==> config.mk <==
export PLATFORM = sky130hd
export DESIGN_NAME = mac_operand_sequencer
export DESIGN_NICKNAME = d
export VERILOG_FILES = /design/src/rtl/mac_pkg.sv /design/src/rtl/mac_operand_sequencer_fifo.sv /design/src/rtl/mac_operand_sequencer.sv
export SDC_FILE = /design/constraint.sdc
export NUM_CORES = 1
export LEC_CHECK = 0
export ABC_AREA = 1
export CAP_MARGIN = 40
export CORE_ASPECT_RATIO = 2
export CORE_MARGIN = 2
export CORE_UTILIZATION = 41
export CTS_CLUSTER_SIZE = 10
export DETAILED_ROUTE_END_ITERATION = 10
export PLACE_DENSITY = 0.63
export SLEW_MARGIN = 20
export SYNTH_ARGS = -nofsm -noshare
export SYNTH_HDL_FRONTEND = slang
export SYNTH_SLANG_ARGS = --single-unit
==> constraint.sdc <==
create_clock -name clk -period 2.24 [get_ports clk]
set_input_delay 0.336 -clock clk [delete_from_list [all_inputs] [get_ports clk]]
set_output_delay 0.336 -clock clk [all_outputs]
set_load 0.02 [all_outputs]
==> src/rtl/mac_pkg.sv <==
// Shared types for the MAC operand sequencer: FSM state encoding and the
// buffered operand pair.
package mac_pkg;

  localparam int MAC_OPW  = 8;
  localparam int MAC_ACCW = 16;

  typedef enum logic [2:0] {
    S_IDLE,
    S_CLEAR,
    S_ISSUE,
    S_WAIT,
    S_DRAIN,
    S_REPORT
  } seq_state_t;

  typedef struct packed {
    logic                      last;
    logic signed [MAC_OPW-1:0] a;
    logic signed [MAC_OPW-1:0] b;
  } mac_pair_t;

endpackage

==> src/rtl/mac_operand_sequencer_fifo.sv <==
// Synchronous FIFO of operand pairs. Pointers carry an extra wrap bit so
// full and empty are distinguished without a separate occupancy counter.
module mac_operand_fifo
  import mac_pkg::*;
#(
  parameter int DEPTH = 4
) (
  input  logic      clk,
  input  logic      reset,
  input  logic      push,
  input  mac_pair_t wdata,
  input  logic      pop,
  output mac_pair_t rdata,
  output logic      full,
  output logic      empty
);

  localparam int AW = $clog2(DEPTH);

  mac_pair_t      mem [DEPTH];
  logic [AW:0]    wr_ptr;
  logic [AW:0]    rd_ptr;

  assign empty = (wr_ptr == rd_ptr);
  assign full  = (wr_ptr[AW] != rd_ptr[AW]) && (wr_ptr[AW-1:0] == rd_ptr[AW-1:0]);
  assign rdata = mem[rd_ptr[AW-1:0]];

  always_ff @(posedge clk) begin
    if (reset) begin
      wr_ptr <= '0;
      rd_ptr <= '0;
    end else begin
      if (push && !full) wr_ptr <= wr_ptr + 1'b1;
      if (pop && !empty) rd_ptr <= rd_ptr + 1'b1;
    end
  end

  // Storage carries data only; validity is tracked by the pointers.
  always_ff @(posedge clk) begin
    if (push && !full) mem[wr_ptr[AW-1:0]] <= wdata;
  end

endmodule

==> src/rtl/mac_operand_sequencer.sv <==
// Feeds buffered signed operand pairs to a handshake MAC one at a time,
// groups them into 'last'-delimited vectors and reports one result per vector.
module mac_operand_sequencer
  import mac_pkg::*;
#(
  parameter int OPW     = MAC_OPW,
  parameter int ACCW    = MAC_ACCW,
  parameter int DEPTH   = 4,
  parameter int TIMEOUT = 64,
  parameter int CNT_W   = 8
) (
  input  logic                   clk,
  input  logic                   reset,
  input  logic                   in_valid,
  output logic                   in_ready,
  input  logic signed [OPW-1:0]  in_a,
  input  logic signed [OPW-1:0]  in_b,
  input  logic                   in_last,
  output logic                   mac_valid,
  output logic signed [OPW-1:0]  mac_a,
  output logic signed [OPW-1:0]  mac_b,
  output logic                   mac_clear,
  input  logic                   mac_done,
  input  logic                   mac_overflow,
  input  logic signed [ACCW-1:0] mac_y,
  output logic                   vec_valid,
  output logic signed [ACCW-1:0] vec_result,
  output logic                   vec_overflow,
  output logic                   vec_timeout,
  output logic [CNT_W-1:0]       vec_count,
  output logic                   busy
);

  localparam int                TMO_W    = $clog2(TIMEOUT + 1);
  localparam logic [TMO_W-1:0]  TMO_LAST = TMO_W'(TIMEOUT - 1);

  function automatic logic [CNT_W-1:0] sat_inc(input logic [CNT_W-1:0] v);
    return (&v) ? v : v + 1'b1;
  endfunction

  seq_state_t              state;
  seq_state_t              next_state;
  mac_pair_t               head;
  mac_pair_t               pair_in;
  logic                    full;
  logic                    empty;
  logic                    pop;
  logic                    new_vec;
  logic                    last_q;
  logic [TMO_W-1:0]        tmo_cnt;
  logic [CNT_W-1:0]        cnt_q;
  logic                    ovf_sticky;
  logic                    tmo_sticky;
  logic signed [ACCW-1:0]  acc_cap;
  logic signed [ACCW-1:0]  res_hold;
  logic                    ovf_hold;
  logic                    tmo_hold;
  logic [CNT_W-1:0]        cnt_hold;

  assign pair_in  = '{last: in_last, a: in_a, b: in_b};
  assign in_ready = !full;
  assign busy     = (state != S_IDLE) || !empty;

  mac_operand_fifo #(
    .DEPTH (DEPTH)
  ) u_fifo (
    .clk   (clk),
    .reset (reset),
    .push  (in_valid && !full),
    .wdata (pair_in),
    .pop   (pop),
    .rdata (head),
    .full  (full),
    .empty (empty)
  );

  always_comb begin
    next_state = state;
    mac_valid  = 1'b0;
    mac_clear  = 1'b0;
    vec_valid  = 1'b0;
    pop        = 1'b0;
    case (state)
      S_IDLE: begin
        if (!empty) next_state = new_vec ? S_CLEAR : S_ISSUE;
      end
      S_CLEAR: begin
        mac_clear  = 1'b1;
        next_state = S_ISSUE;
      end
      S_ISSUE: begin
        mac_valid  = 1'b1;
        pop        = 1'b1;
        next_state = S_WAIT;
      end
      S_WAIT: begin
        // A completion in the final timeout cycle still counts as success.
        if (mac_done) begin
          if (mac_overflow && !last_q) next_state = S_DRAIN;
          else if (last_q)             next_state = S_REPORT;
          else                         next_state = S_IDLE;
        end else if (tmo_cnt == TMO_LAST) begin
          next_state = last_q ? S_REPORT : S_DRAIN;
        end
      end
      S_DRAIN: begin
        if (!empty) begin
          pop = 1'b1;
          if (head.last) next_state = S_REPORT;
        end
      end
      S_REPORT: begin
        vec_valid  = 1'b1;
        next_state = S_IDLE;
      end
      default: next_state = S_IDLE;
    endcase
  end

  // Report fields are live during S_REPORT and held between reports.
  always_comb begin
    if (state == S_REPORT) begin
      vec_result   = acc_cap;
      vec_overflow = ovf_sticky;
      vec_timeout  = tmo_sticky;
      vec_count    = cnt_q;
    end else begin
      vec_result   = res_hold;
      vec_overflow = ovf_hold;
      vec_timeout  = tmo_hold;
      vec_count    = cnt_hold;
    end
  end

  always_ff @(posedge clk) begin
    if (reset) begin
      state      <= S_IDLE;
      new_vec    <= 1'b1;
      last_q     <= 1'b0;
      tmo_cnt    <= '0;
      cnt_q      <= '0;
      ovf_sticky <= 1'b0;
      tmo_sticky <= 1'b0;
      mac_a      <= '0;
      mac_b      <= '0;
      res_hold   <= '0;
      ovf_hold   <= 1'b0;
      tmo_hold   <= 1'b0;
      cnt_hold   <= '0;
    end else begin
      state <= next_state;
      // Operands are presented together with the mac_valid pulse.
      if (next_state == S_ISSUE) begin
        mac_a <= head.a;
        mac_b <= head.b;
      end
      case (state)
        S_CLEAR: begin
          new_vec    <= 1'b0;
          cnt_q      <= '0;
          ovf_sticky <= 1'b0;
          tmo_sticky <= 1'b0;
        end
        S_ISSUE: begin
          last_q  <= head.last;
          cnt_q   <= sat_inc(cnt_q);
          tmo_cnt <= '0;
        end
        S_WAIT: begin
          if (mac_done) begin
            if (mac_overflow) ovf_sticky <= 1'b1;
          end else if (tmo_cnt == TMO_LAST) begin
            tmo_sticky <= 1'b1;
          end else begin
            tmo_cnt <= tmo_cnt + 1'b1;
          end
        end
        S_REPORT: begin
          new_vec  <= 1'b1;
          res_hold <= acc_cap;
          ovf_hold <= ovf_sticky;
          tmo_hold <= tmo_sticky;
          cnt_hold <= cnt_q;
        end
        default: ;
      endcase
    end
  end

  // Captured accumulator is data: cleared per vector, not by reset.
  always_ff @(posedge clk) begin
    if (state == S_CLEAR)                acc_cap <= '0;
    else if (state == S_WAIT && mac_done) acc_cap <= mac_y;
  end

endmodule

==> out/metrics.yaml <==
yosysWarnings: 0
syn2layout_area_growth_pct: 26.0
vias: 5263
crit_path_end_kind: "primary output"
antenna_found_initial: 0
grt_pass1_vias: 5125
fin_hold_ws_ps: 473
core_area_um2: 15700
clock_skew_ps: 7.66
grt_pass1_wl_mm: 24.6
clk_pin_slew_ps: 60
status: "completed"
cts_made_buffers: 17
finalSetupViolations: 0
netlist-cell-type-count: 31
synth_enable_flop_cells: 68
synth_top_area_share_pct: 31.1
syn_inst: 740
syn_avg_cell_area_um2: 8.88
io_buffers: 84
clk_latency_ps: 430
totalWireLength_mm: 15.3
cts_sinks: 156
dieArea_um2: 17100
synth_top_area_cell: "edfxtp_1"
min_period_over_period_pct: 96.4
synthesis.nets: 785
fin_crit_ps: 2160
crit_path_start_kind: "register"
grt_usage_pct: 18.3
die_width_um: 93.5
relSlewSlack_pct: 67.9
critPathMaxFanout: 28
required_ps: 1900
final_nets: 883
cts_tree: "done"
cp_num_buf_inv: 5
antennaDiodeCount: 0
fmax_mhz: 463
rows: 65
worst_pin_slew_ps: 475
ir_worst_vdd_v: 0.000793
crit_type: "register to primary output"
start_util_pct: 41.9
drtIter0Drc: 301
cts_root_buffer: "clkbuf_16"
dr.pass1.iters: 5
ys_ff_latch: 156
slowest_stage: "dfxtp_1"
die_h_um: 183
drive_gt1_share_pct: 14.3
place_inst: 1017
ys_async_sr_fraction_pct: 0
cts_hold_buf: 0
ios: 85
total_power_uw: 8600
crit_chain: "inv_1, nand2_2, nor2_4, buf_4, buf_12, or2_2, inv_1, a21oi_1, buf_2"
drv_cap: 0
gp_congestion: 0.811
layout.cells.non_filler: 1052
synth_top_flop_cell: "dfxtp_1"
critical-path-max-stage-delay_ps: 330
setup_tns_ps: 0
finalMaxSlewViolations: 0
wire_per_inst_um: 14.6
htree_levels: 4
critical_path_arrival_ps: 1820
power_density_nw_per_um2: 1040
post-route-drc-count: 0
hp-class: "register to register"
seq_area_frac_synth_pct: 57.9
leakage_uw: 0.00345
hold_viol_final: 0
cts.path.max_buffers: 2
synth.area.top_cells: "edfxtp_1 31%, dfxtp_1 27%, inv_1 6.9%"
drtAntennaViolNets: 0
cpMostUsedCell: "inv_1"
via_per_inst: 5.00
synth_area_um2: 6570
grt.overflow.total: 0
grt_start_max_net_pins: 37
crit_family: "buffers and inverters"
hpwl_mm: 10.6
==> area by class of cell <==
class | instances | area, um^2
Fill cell | 1417 | 7420
Sequential cell | 156 | 3800
Multi-Input combinational cell | 428 | 2170
Timing Repair Buffer | 111 | 995
Inverter | 124 | 465
Clock buffer | 18 | 429
Tap cell | 201 | 251
Clock inverter | 14 | 169
==> cells by family after synthesis <==
kind of cell	after synthesis	synth area share [%]
AO/OA/AOI/OAI	171	14.4
XOR/XNOR	1	0.133
adder cells (fa/ha/maj)	7	1.33
buffers and inverters	156	9.37
flip-flops	156	57.9
AND/OR/NAND/NOR	249	16.9
==> cell usage in the layout, fill, tap and decap left out, drive strengths merged, types with 2 or more instances in the layout <==
master         instances
inv                  125
nand2                102
dfxtp                 88
nor2                  77
a21oi                 73
edfxtp                68
o21ai                 60
clkdlybuf4s50         54
buf                   47
or2                   27
a211oi                27
clkbuf                22
nand3                 19
nand4                 12
nor3                   9
o22ai                  7
ha                     7
clkinv                 6
clkinvlp               4
dlygate4sd2            4
and3                   3
bufinv                 3
dlymetal6s2s           2
==> layer usage <==
layer | GRT usage, % | wire (um) | up-vias
li1 | - | - | 2624
met1 | 18.9 | 5790 | 2486
met2 | 34.6 | 8560 | 124
met3 | 3.25 | 595 | 29
met4 | 9.18 | 388 | 0
met5 | 0 | 0 | -
==> metrics by stage <==
step           setup WS [ps]  utilization (%)  instance area (um^2)
6_report                81.7             52.8                  8280
5_1_grt                -1.77             52.8                  8280
4_1_cts                 2.30             52.6                  8260
3_5_place_dp            88.5             49.3                  7740
3_3_place_gp             133             49.3                  7740
2_1_floorplan           43.9                -                  6570
==> worst min-delay path, cell delays in order (launching register included) <==
cell and delay [ps]:
dfxtp_1 290, inv_1 80, a21oi_1 60
==> report_power, final <==
group | internal, uW | leakage [uW] | switching, uW
Combinational | 799 | 0.00183 | 1420
Clock | 1750 | 0.000280 | 1150
Sequential | 3330 | 0.00134 | 151
Total | 5880 | 0.00345 | 2720
==> timing repair <==
item / CTS / global route
pin swaps: 1 / 1
resized for setup: 89 / 19
gates cloned: 0 / 1
setup endpoints to repair: 28 / 26
setup buffers: 2 / 0
==> registers in the layout, indices dropped and copies added (netlist names), named ones only <==
signal	cells
mac_b	8
u_fifo.rd_ptr	3
ovf_hold	1
u_fifo.wr_ptr	3
ovf_sticky	1
cnt_q	8
tmo_cnt	7
state	3
acc_cap	16
new_vec	1
res_hold	16
cnt_hold	8
tmo_sticky	1
last_q	1
u_fifo.mem	68
mac_a	8
tmo_hold	1
==> cell usage after synthesis, types with 2 or more instances <==
library cell / number
o22ai_1: 7
o21ai_0: 60
buf_6: 2
clkbuf_1: 16
dfxtp_1: 88
nand3_2: 3
and3_1: 3
nand4_1: 12
a211oi_1: 27
buf_1: 2
edfxtp_1: 68
nor2_1: 76
or2_2: 27
inv_2: 3
nand3_1: 15
nor3_1: 9
inv_1: 120
ha_1: 7
nand2_1: 101
a21oi_1: 72
buf_2: 12
==> path summary, 6_finish.rpt <==
check | from | endpoint | slack [ps] | cells past startpoint
worst max-delay path | state[1]$_SDFF_PP0_ | vec_count[5] | 80 | 9
worst min-delay path | acc_cap[3]$_SDFFE_PP0P_ | acc_cap[3]$_SDFFE_PP0P_ | 470 | 2
worst max register to register | cnt_q[0]$_SDFFE_PP0P_ | cnt_q[6]$_SDFFE_PP0P_ | 360 | 9
worst min register to register | acc_cap[3]$_SDFFE_PP0P_ | acc_cap[3]$_SDFFE_PP0P_ | 470 | 2
No activity file was read; power rests on OpenSTA's default activity.
